===== src/rtl/bin2bcd_seq.sv =====
// Sequential binary-to-BCD converter (double dabble), one input bit per clock.
// The registered result drives the seven-segment scanner and holds steady between conversions.
module bin2bcd_seq #(
    parameter int unsigned BIN_W  = 32,
    parameter int unsigned DIGITS = 8
) (
    input  logic                  clkin,
    input  logic                  reset,
    input  logic                  start,
    input  logic [BIN_W-1:0]      bin_in,
    output logic [4*DIGITS-1:0]   bcd_out,
    output logic                  busy,
    output logic                  done,
    output logic                  ovf
);

    localparam int unsigned ACC_W = 4 * (DIGITS + 2);
    localparam int unsigned CNT_W = $clog2(BIN_W + 1);
    localparam logic [CNT_W-1:0] LAST_CNT = CNT_W'(BIN_W - 1);

    typedef enum logic [1:0] {
        StIdle,
        StShift,
        StDone
    } state_e;

    state_e                r_state;
    state_e                w_state_next;
    logic [BIN_W-1:0]      r_sh;
    logic [ACC_W-1:0]      r_acc;
    logic [CNT_W-1:0]      r_cnt;
    logic [4*DIGITS-1:0]   r_bcd;
    logic                  r_ovf;

    logic                  w_load;
    logic                  w_shift;
    logic                  w_last;
    logic                  w_busy;
    logic                  w_done;
    logic [ACC_W-1:0]      w_acc_corr;
    logic [ACC_W-1:0]      w_acc_next;
    logic [BIN_W-1:0]      w_sh_next;
    logic                  w_ovf_next;

    // Add-3 correction on every nibble in parallel, ahead of the shift.
    always_comb begin
        w_acc_corr = r_acc;
        for (int i = 0; i < int'(DIGITS + 2); i++) begin
            if (r_acc[4*i +: 4] >= 4'd5) begin
                w_acc_corr[4*i +: 4] = r_acc[4*i +: 4] + 4'd3;
            end
        end
    end

    assign w_acc_next = (w_acc_corr << 1) | ACC_W'(r_sh[BIN_W-1]);
    assign w_sh_next  = r_sh << 1;
    assign w_ovf_next = |w_acc_next[ACC_W-1:4*DIGITS];

    always_ff @(posedge clkin or negedge reset) begin
        if (!reset) begin
            r_state <= StIdle;
        end else begin
            r_state <= w_state_next;
        end
    end

    always_comb begin
        w_state_next = r_state;
        w_load       = 1'b0;
        w_shift      = 1'b0;
        w_last       = 1'b0;
        w_busy       = 1'b0;
        w_done       = 1'b0;
        unique case (r_state)
            StIdle: begin
                if (start) begin
                    w_load       = 1'b1;
                    w_state_next = StShift;
                end
            end
            StShift: begin
                w_busy  = 1'b1;
                w_shift = 1'b1;
                if (r_cnt == LAST_CNT) begin
                    w_last       = 1'b1;
                    w_state_next = StDone;
                end
            end
            StDone: begin
                w_done = 1'b1;
                if (start) begin
                    w_load       = 1'b1;
                    w_state_next = StShift;
                end else begin
                    w_state_next = StIdle;
                end
            end
            default: w_state_next = StIdle;
        endcase
    end

    always_ff @(posedge clkin or negedge reset) begin
        if (!reset) begin
            r_sh  <= '0;
            r_acc <= '0;
            r_cnt <= '0;
            r_bcd <= '0;
            r_ovf <= 1'b0;
        end else if (w_load) begin
            r_sh  <= bin_in;
            r_acc <= '0;
            r_cnt <= '0;
        end else if (w_shift) begin
            r_sh  <= w_sh_next;
            r_acc <= w_acc_next;
            r_cnt <= r_cnt + CNT_W'(1);
            // Result is taken from the final shifted value on the edge entering DONE.
            if (w_last) begin
                r_bcd <= w_ovf_next ? {DIGITS{4'h9}} : w_acc_next[4*DIGITS-1:0];
                r_ovf <= w_ovf_next;
            end
        end
    end

    assign bcd_out = r_bcd;
    assign ovf     = r_ovf;
    assign busy    = w_busy;
    assign done    = w_done;

endmodule

===== config.mk =====
export PLATFORM = sky130hd
export DESIGN_NAME = bin2bcd_seq
export DESIGN_NICKNAME = d
export VERILOG_FILES = /design/src/rtl/bin2bcd_seq.sv
export SDC_FILE = /design/constraint.sdc
export NUM_CORES = 1
export LEC_CHECK = 0
export CORE_MARGIN = 8
export CORE_UTILIZATION = 50
export DETAILED_ROUTE_END_ITERATION = 12
export PLACE_DENSITY_LB_ADDON = 0.05
export SYNTH_ARGS = -nofsm -noshare
export SYNTH_HDL_FRONTEND = slang
export SYNTH_SLANG_ARGS = --single-unit

===== constraint.sdc =====
create_clock -name clkin -period 1.96 [get_ports clkin]
set_clock_uncertainty 0.1 [all_clocks]
set_input_delay 0.196 -clock clkin [delete_from_list [all_inputs] [get_ports clkin]]
set_output_delay 0.196 -clock clkin [all_outputs]
set_load 0.01 [all_outputs]

# After elaboration in Yosys (flattened, before gate mapping)
# Index checks and enable logic that the tools add are counted.
# op_classes
n_addsub,11
n_lt_le_gt_ge,10
eq_ne,5
n_mux,27
bitwise,2
n_reduce_logical,6
# ops
op,count
2-to-1 mux 32 bit,3
2-to-1 mux 40 bit,2
greater-or-equal comparator 4 x 3 -> 1 bit (second input constant),10
OR 40 x 1 -> 40 bit,1
adder 4 x 2 -> 4 bit (second input constant),9
2-to-1 mux 4 bit,9
2-to-1 mux 6 bit,2
OR reduction 8 bit,1
2-to-1 mux 1 bit,7
adder 6 x 1 -> 6 bit (second input constant),1
equality test 6 x 5 -> 1 bit (second input constant),1
case mux 2 bit (3 select lines),1
2-to-1 mux 2 bit,2
inequality test 2 bit (second input constant),2
adder 3 x 2 -> 3 bit (second input constant),1
2-to-1 mux 3 bit,1
AND reduction 3 bit,1
equality test 2 x 1 -> 1 bit (second input constant),1
equality test 2 bit (second input constant),1
zero test 2 bit,1
AND reduction 2 bit,1
nonzero test 2 bit,1
OR reduction 2 bit,1
inverter 1 bit,1
# word_totals
register_bits,113
in_bits,35
elab_cells,67

# Depth between registers and ports, before layout
# Gate-level depths: netlist of the first run.
# depth
word_depth,5
depth_mapped,9

# Worst setup path after synthesis of the first run
# OpenSTA, ideal clock, no wires.
# synth_timing
path_type,reg-to-reg
startpoint,register r_acc[32]
endpoint,register r_bcd[12] (netlist: bcd_out[12])
setup_time_ns,0.127
t_arrival_ns,1.880
required_time_ns,1.733
slack_ns,-0.147
path_stages_with_launch,9
path_buffers,1
cell_sequence,dfrtp_1 inv_1 ha_1 nand2b_1 a21oi_1 a31oi_1 nor4b_4 buf_2 a21oi_1
# synth_via
elab_chain_cells,5
# synth_lines
element,line_no,source
from (decl),30,logic [ACC_W-1:0] r_acc;
from (signal assigned),115,r_acc <= w_acc_next;
adder 4 x 2 -> 4 bit or greater-or-equal comparator 4 x 3 -> 1 bit (tied branches),"50, 49",
2-to-1 mux 4 bit (*),49,if (r_acc[4*i +: 4] >= 4'd5) begin
OR 40 x 1 -> 40 bit (*),55,assign w_acc_next = (w_acc_corr << 1) | ACC_W'(r_sh[BIN_W-1]);
OR reduction 8 bit (*),57,assign w_ovf_next = |w_acc_next[ACC_W-1:4*DIGITS];
2-to-1 mux 32 bit (*),119,r_bcd <= w_ovf_next ? {DIGITS{4'h9}} : w_acc_next[4*DIGITS-1:0];
to (signal assigned),119,
to (decl),32,logic [4*DIGITS-1:0] r_bcd;
# Every way passes the cells marked *; elsewhere a longest branch is shown, timed or not.
# A chain may end at the register's enable or synchronous reset.

# Worst setup path after layout of the first run
# layout_timing
startpoint,register r_cnt[1]
endpoint,register r_bcd[2] (netlist: bcd_out[2])
# layout_via
elab_chain_cells,4
# layout_lines
element,line_no,source
from (decl),31,logic [CNT_W-1:0] r_cnt;
from (signal assigned),116,r_cnt <= r_cnt + CNT_W'(1);
equality test 6 x 5 -> 1 bit,84,if (r_cnt == LAST_CNT) begin
2-to-1 mux 1 bit,84,
2-to-1 mux 1 bit,74,unique case (r_state)
AND reduction 3 bit (no line),--,
# No other way between the ends.

==> flow_metrics.env, run 1 <==
export IMPL_drc=0
export IMPL_nNetsFinal=657
export IMPL_synth_xor_area_share_pct=2.20
export IMPL_ant_nets=0
export IMPL_drt_initial_drc_count=233
export IMPL_tightest_slew_ps=639
export IMPL_synthMuxAreaShare_pct=1.74
export IMPL_clkTransAtPathRegs_ps=50
export IMPL_layout_area_seq_um2=2830
export IMPL_syn_inst=505
export IMPL_maxCapViolCount=0
export IMPL_yosysTopAreaCell="dfrtp_1"
export IMPL_crit_type="reg -> reg"
export IMPL_ir_drop_mv=0.683
export IMPL_yosysMostFrequentCell="dfrtp_1"
export IMPL_timing_hold_ws_ps=157
export IMPL_ys_types=36
export IMPL_overflow=0
export IMPL_rows=37
export IMPL_vias_per_cell=5.51
export IMPL_core_area_um2=10200
export IMPL_area_growth_pct=35.6
export IMPL_grt_usage_pct=18.1
export IMPL_netlist_area_um2=5190
export IMPL_die_y_um=118
export IMPL_io_buffers=69
export IMPL_net_switching_power_mw=4.53
export IMPL_final_util_pct=69.1
export IMPL_cellLeakagePower_nw=3.18
export IMPL_synthAdderAreaFrac_pct=5.07
export IMPL_final_hold_viol_count=0
export IMPL_cts_sinks=113
export IMPL_avgSynthCellArea_um2=10.3
export IMPL_ys_seq_area_share_pct=54.5
export IMPL_fin_crit_ps=2050
export IMPL_synth_area_leaders="dfrtp_1 55%, nand2_1 5.9%, ha_1 5.1%, a22o_1 4.9%, a22oi_1 4.5%"
export IMPL_cp_required_ps=2310
export IMPL_synth_fp_nets=561
export IMPL_clkPwrFrac_pct=26.8
export IMPL_power_density_nw_per_um2=1800
export IMPL_h_tree_depth=4
export IMPL_pwr_share_comb_pct=41.1
export IMPL_cp_start_kind="flop"
export IMPL_synth_seq_cells=113
export IMPL_die_w_um=118
export IMPL_antenna_found_initial=1
export IMPL_synth_main_ff_cell="dfrtp_1"
export IMPL_pin_count=70
export IMPL_synth_top_family_by_area="compound AO/OA/AOI/OAI gates"
export IMPL_yosysWarnings=0
export IMPL_antenna_cells=0
export IMPL_hold_path_class="in -> async"
export IMPL_status="finished with violations"
export IMPL_ctsRootBufferMaster="clkbuf_8"
export IMPL_synth_edf_count=0
export IMPL_intPower_mw=8.14
export IMPL_timing_fmax_ghz=0.488
export IMPL_clock_latency_ps=510
export IMPL_synth_top_cell_area_share_pct=54.5
export IMPL_gp_congestion=0.801
export IMPL_grt_max_degree=114
export IMPL_path_max_fanout=8
export IMPL_wirelength_mm=12.4
export IMPL_drv_slew=0
export IMPL_cts_buffers=17
export IMPL_seq_power_share_pct=32.1
export IMPL_drt_pass1_iterations=5
export IMPL_grt_pass1_vias=4300
export IMPL_synthSimpleGateAreaFrac_pct=13.8
export IMPL_synth_common_cells="113 x dfrtp_1, 82 x nand2_1, 44 x a21oi_1, 31 x a22oi_1, 31 x o21ai_0"
export IMPL_dr_total_vias=4133
export IMPL_violations="negative setup slack"
export IMPL_die_area_um2=13900
export IMPL_end_kind="flop"
export IMPL_fillCellCount=753
export IMPL_post_dp_hpwl_mm=7.52
export IMPL_ys_async_sr_fraction_pct=100
export IMPL_synth_compound_area_share_pct=19.0
export IMPL_rsz0062_at_grt="true"
export IMPL_setup_viol=33
export IMPL_start_util_pct=50.9
export IMPL_fin_ws_ps=-87.6
export IMPL_drive_gt1_share_pct=14.0
export IMPL_relSlewSlack_pct=57.4
export IMPL_multi_input_comb_area_um2=2260
export IMPL_p_sw_share_pct=35.8
export IMPL_wl_per_cell_um=16.6
export IMPL_period_share_pct=104
export IMPL_cts_tree="done"
export IMPL_crit_arrival_ps=2390
export IMPL_cts_buffer_depth=2
export IMPL_grt_pass1_wl_mm=20.5
[cell type report]
cell class	count	share of cell area (%)
flip-flops and latches	113	40.2
multi-input cells	344	32.2
repair buffers	102	14.4
clock buffers	23	6.92
clock inverters	9	2.49
well taps	136	2.42
inverters	23	1.33
[flip-flops by register name, indices dropped and copies added (netlist names)]
register	count
bcd_out	32
ovf	1
r_acc	40
r_cnt	6
r_sh	32
r_state	2
[timing repair]
item / CTS / global route
setup buffers: 1 / 5
setup endpoints to repair: 35 / 38
gates resized for setup: 5 / 12
hold buffers: 1 / 0
endpoints found under the hold margin: 113 / 0
gates cloned: 0 / 3
pin swaps: 0 / 6
[critical path, cell delays in order, from the launching register on]
cell and delay, ps:
dfrtp_1 410, ha_4 170, nand3_4 90, nor3b_4 230
nand2_2 110, clkinv_4 70, nand3_4 60, nor4b_4 270
buf_6 180, clkbuf_16 170, a22o_1 130
[metal layers]
metal / wire, um / vias up / GRT usage, %
met1: 5500 / 2040 / 21.7
li1: - / 1974 / -
met5: 13 / - / 0
met2: 6040 / 98 / 28.8
met4: 184 / 2 / 7.77
met3: 709 / 19 / 6.38
[metrics by stage]
stage	setup slack [ps]	std cells	instance area [um^2]	power, mW	TNS, ps
3_5_place_dp	-35.0	708	6190	9.07	-470
3_3_place_gp	41.7	708	6190	8.85	0
6_report	-87.6	750	7030	12.7	-2220
5_1_grt	-209	750	7030	13.6	-6510
4_1_cts	-42.9	742	6880	12.6	-780
2_1_floorplan	6.11	505	5220	7.32	0
[power groups by stage]
stage	Sequential, mW	Combinational, mW	Clock (mW)
global route	4.21	5.82	3.58
floorplan	3.99	3.34	0
global placement	4.02	4.83	0
detailed placement	4.05	5.02	0
CTS	4.03	5.10	3.46
finish	4.07	5.21	3.40
[final timing paths]
kind / startpoint / to / slack (ps) / depth (start not counted)
max: r_cnt[1]$_DFFE_PN0P_ / bcd_out[2]$_DFFE_PN0P_ / -90 / 10
min: reset / r_acc[7]$_DFFE_PN0P_ / 160 / 3
max reg2reg: r_cnt[1]$_DFFE_PN0P_ / bcd_out[2]$_DFFE_PN0P_ / -90 / 10
min reg2reg: r_sh[23]$_DFFE_PN0P_ / r_sh[23]$_DFFE_PN0P_ / 370 / 2
max in group asynchronous: reset / bcd_out[3]$_DFFE_PN0P_ / 1080 / 3
min in group clkin: bin_in[22] / r_sh[22]$_DFFE_PN0P_ / 180 / 3
[cell families after synthesis]
kind of cell	Yosys count
buffers and inverters	48
AO/OA/AOI/OAI	153
XOR/XNOR	13
AND/OR/NAND/NOR	148
multiplexers	9
adder cells (fa/ha/maj)	21
flip-flops	113
[cells in the final DEF (no fill, tap or decap), types with 3 or more instances in the layout]
master           synthesis  layout
buf_4                    2      26
clkdlybuf4s50_1          0      66
mux2i_1                  9       8
a22oi_1                 31      31
ha_1                    21      18
a22o_1                  29      29
o22ai_1                 12      12
o21ai_0                 31      31
nand2b_1                11      11
bufinv_16                0       5
clkbuf_8                 0       6
dfrtp_1                113     113
a21oi_1                 44      40
buf_12                   0       3
clkbuf_16                0      18
xnor2_1                 10      10
nand2_1                 82      81
nor3b_1                 18      18
nor2_1                  23      22
xor2_1                   3       3
a21oi_2                  1       5
ha_4                     0       3
inv_1                   21      19
(Power assumes the default switching activity.)
==> run 2, diff against run 1 <==
CORE_UTILIZATION = 30   (was 50)
==> run 2 against run 1 <==
Effect of this change:
- final cell count rose by 12%
- combinational power rose by 1%
- highest routed layer is now met4
- largest cell class unchanged
- the run still ends with negative setup slack left
- global-route usage fell by 5.2 points
- sequential power fell by 1%
- sequential share of layout area barely moved
- cell area barely moved
==> flow_metrics.env, run 2 (synthesized netlist as in run 1, its figures left out) <==
export IMPL_final_cell_count_no_fill=839
export IMPL_rr_startpoint="r_acc[32]$_DFFE_PN0P_"
export IMPL_post_dp_hpwl_mm=8.75
export IMPL_setup_viol=15
export IMPL_antenna_cells=0
export IMPL_rrSetupSlack_ps=-40
export IMPL_cts_sinks=113
export IMPL_seq_power_share_pct=32.8
export IMPL_net_switching_power_mw=4.48
export IMPL_cellLeakagePower_nw=3.15
export IMPL_die_y_um=147
export IMPL_timing_fmax_ghz=0.499
export IMPL_grt_usage_pct=12.9
export IMPL_critPathLaunch="r_acc[32]$_DFFE_PN0P_"
export IMPL_drt_initial_drc_count=194
export IMPL_path_max_fanout=7
export IMPL_drc=0
export IMPL_fin_tns_setup_ps=-260
export IMPL_wl_per_cell_um=15.7
export IMPL_period_share_pct=102
export IMPL_drv_slew=0
export IMPL_rows=48
export IMPL_crit_type="reg -> reg"
export IMPL_drive_gt1_share_pct=13.5
export IMPL_largest_reg_flops=40
export IMPL_crit_arrival_ps=2180
export IMPL_tightest_slew_ps=460
export IMPL_end_kind="flop"
export IMPL_vias_per_cell=4.80
export IMPL_placed_area_um2=6380
export IMPL_rr_endpoint="bcd_out[3]$_DFFE_PN0P_"
export IMPL_grt_max_degree=35
export IMPL_hold_path_class="in -> async"
export IMPL_violations="negative setup slack"
export IMPL_die_area_um2=21800
export IMPL_drt_pass1_iterations=4
export IMPL_final_hold_viol_count=0
export IMPL_dp_cells=804
export IMPL_grt_pass1_wl_mm=22.1
export IMPL_pin_count=70
export IMPL_power_density_nw_per_um2=1740
export IMPL_postLayoutCellArea_um2=7040
export IMPL_layout_common_cells="113 x dfrtp_1, 82 x nand2_1, 67 x clkdlybuf4s50_1"
export IMPL_io_buffers=69
export IMPL_relSlewSlack_pct=69.3
export IMPL_cts_buffer_depth=2
export IMPL_antenna_found_initial=1
export IMPL_final_common_cell="dfrtp_1"
export IMPL_pwr_share_comb_pct=42.8
export IMPL_cts_buffers=17
export IMPL_timing_hold_ws_ps=184
export IMPL_gp_congestion=0.756
export IMPL_wirelength_mm=13.2
export IMPL_cp_required_ps=2140
export IMPL_top_register="r_acc"
export IMPL_cts_tree="done"
export IMPL_fillCellCount=1648
export IMPL_nNetsFinal=659
export IMPL_area_growth_pct=35.7
export IMPL_intPower_mw=7.80
export IMPL_power_mw=12.3
export IMPL_ant_nets=0
export IMPL_start_util_pct=30.3
export IMPL_status="finished with violations"
export IMPL_core_area_um2=17100
export IMPL_die_w_um=147
export IMPL_rsz0062_at_grt="true"
export IMPL_grt_pass1_vias=4316
export IMPL_clkTransAtPathRegs_ps=50
export IMPL_p_sw_share_pct=36.5
export IMPL_clkPwrFrac_pct=24.4
export IMPL_fin_ws_ps=-42.3
export IMPL_clock_latency_ps=400
export IMPL_ir_drop_mv=0.781
export IMPL_r2r_cells=8
export IMPL_dr_total_vias=4028
export IMPL_overflow=0
export IMPL_ctsRootBufferMaster="clkbuf_16"
export IMPL_fin_crit_ps=2000
export IMPL_h_tree_depth=4
export IMPL_maxCapViolCount=0
export IMPL_cp_start_kind="flop"
==> run 2: changes by cell type in the layout (fill, tap and decap cells not counted), sizes merged <==
cell           before  now
dlygate4sd2         2    0
buf                31   35
clkdlybuf4s50      66   67
clkbuf             25   24
dlymetal6s2s        0    1
bufinv              5    2
clkinv              3    5
clkinvlp            2    0
==> run 2: layout make-up <==
type | count | area [um^2] | share of cell area [%]
repair buffers | 104 | 1030 | 14.6
well taps | 225 | 282 | 4.00
flip-flops and latches | 113 | 2830 | 40.2
clock buffers | 24 | 492 | 6.99
clock inverters | 6 | 80.1 | 1.14
multi-input cells | 344 | 2240 | 31.8
inverters | 23 | 93.8 | 1.33
==> run 2: worst max-delay path by stage <==
stage,end,slack [ps],cells past startpoint
after detailed placement,bcd_out[24]$_DFFE_PN0P_,-20,8
after global placement,bcd_out[28]$_DFFE_PN0P_,-8,8
after floorplan,bcd_out[4]$_DFFE_PN0P_,6,8
after CTS,bcd_out[20]$_DFFE_PN0P_,0.4,7
final,bcd_out[3]$_DFFE_PN0P_,-40,8
after global routing,bcd_out[5]$_DFFE_PN0P_,-120,10
==> run 2: metal layers <==
metal / share of wire (%) / wire [um] / vias up / global-route usage [%]
met2: 48 / 6300 / 75 / 20.8
met5: 0 / 0 / - / 0
met3: 5.5 / 725 / 11 / 3.94
li1: - / - / 1979 / -
met4: 0.90 / 118 / 0 / 5.25
met1: 46 / 6040 / 1963 / 15.7
==> run 2: what timing repair did <==
item | 4_1_cts | 5_1_grt
setup buffers | 2 | 2
hold buffers | 1 | 0
pin swaps | 0 | 3
endpoints found under the hold margin | 30 | 0
gates resized for setup | 4 | 9
endpoints found under the setup margin | 29 | 35
==> run 2: critical path, cell delays in order, from the launching register on <==
cell	delay, ps
dfrtp_1	420
ha_1	200
nand2b_1	160
a21oi_2	160
a31oi_2	130
nor4b_4	350
buf_4	170
buf_6	120
a21oi_1	60
==> run 2: through the flow <==
stage          worst slack, ps  util [%]
2_1_floorplan             6.11         -
3_3_place_gp             -8.45      37.3
3_5_place_dp             -23.5      37.3
4_1_cts                  0.356      40.9
5_1_grt                   -122      41.1
6_report                 -42.3      41.1
==> run 2: power groups by stage <==
stage	Clock, mW	Sequential, mW	Combinational, mW
final	3.00	4.03	5.26
after detailed placement	0	4.04	5.22
after floorplan	0	3.99	3.34
after CTS	3.10	4.02	5.32
after global routing	3.20	4.18	5.94
after global placement	0	4.02	5.11
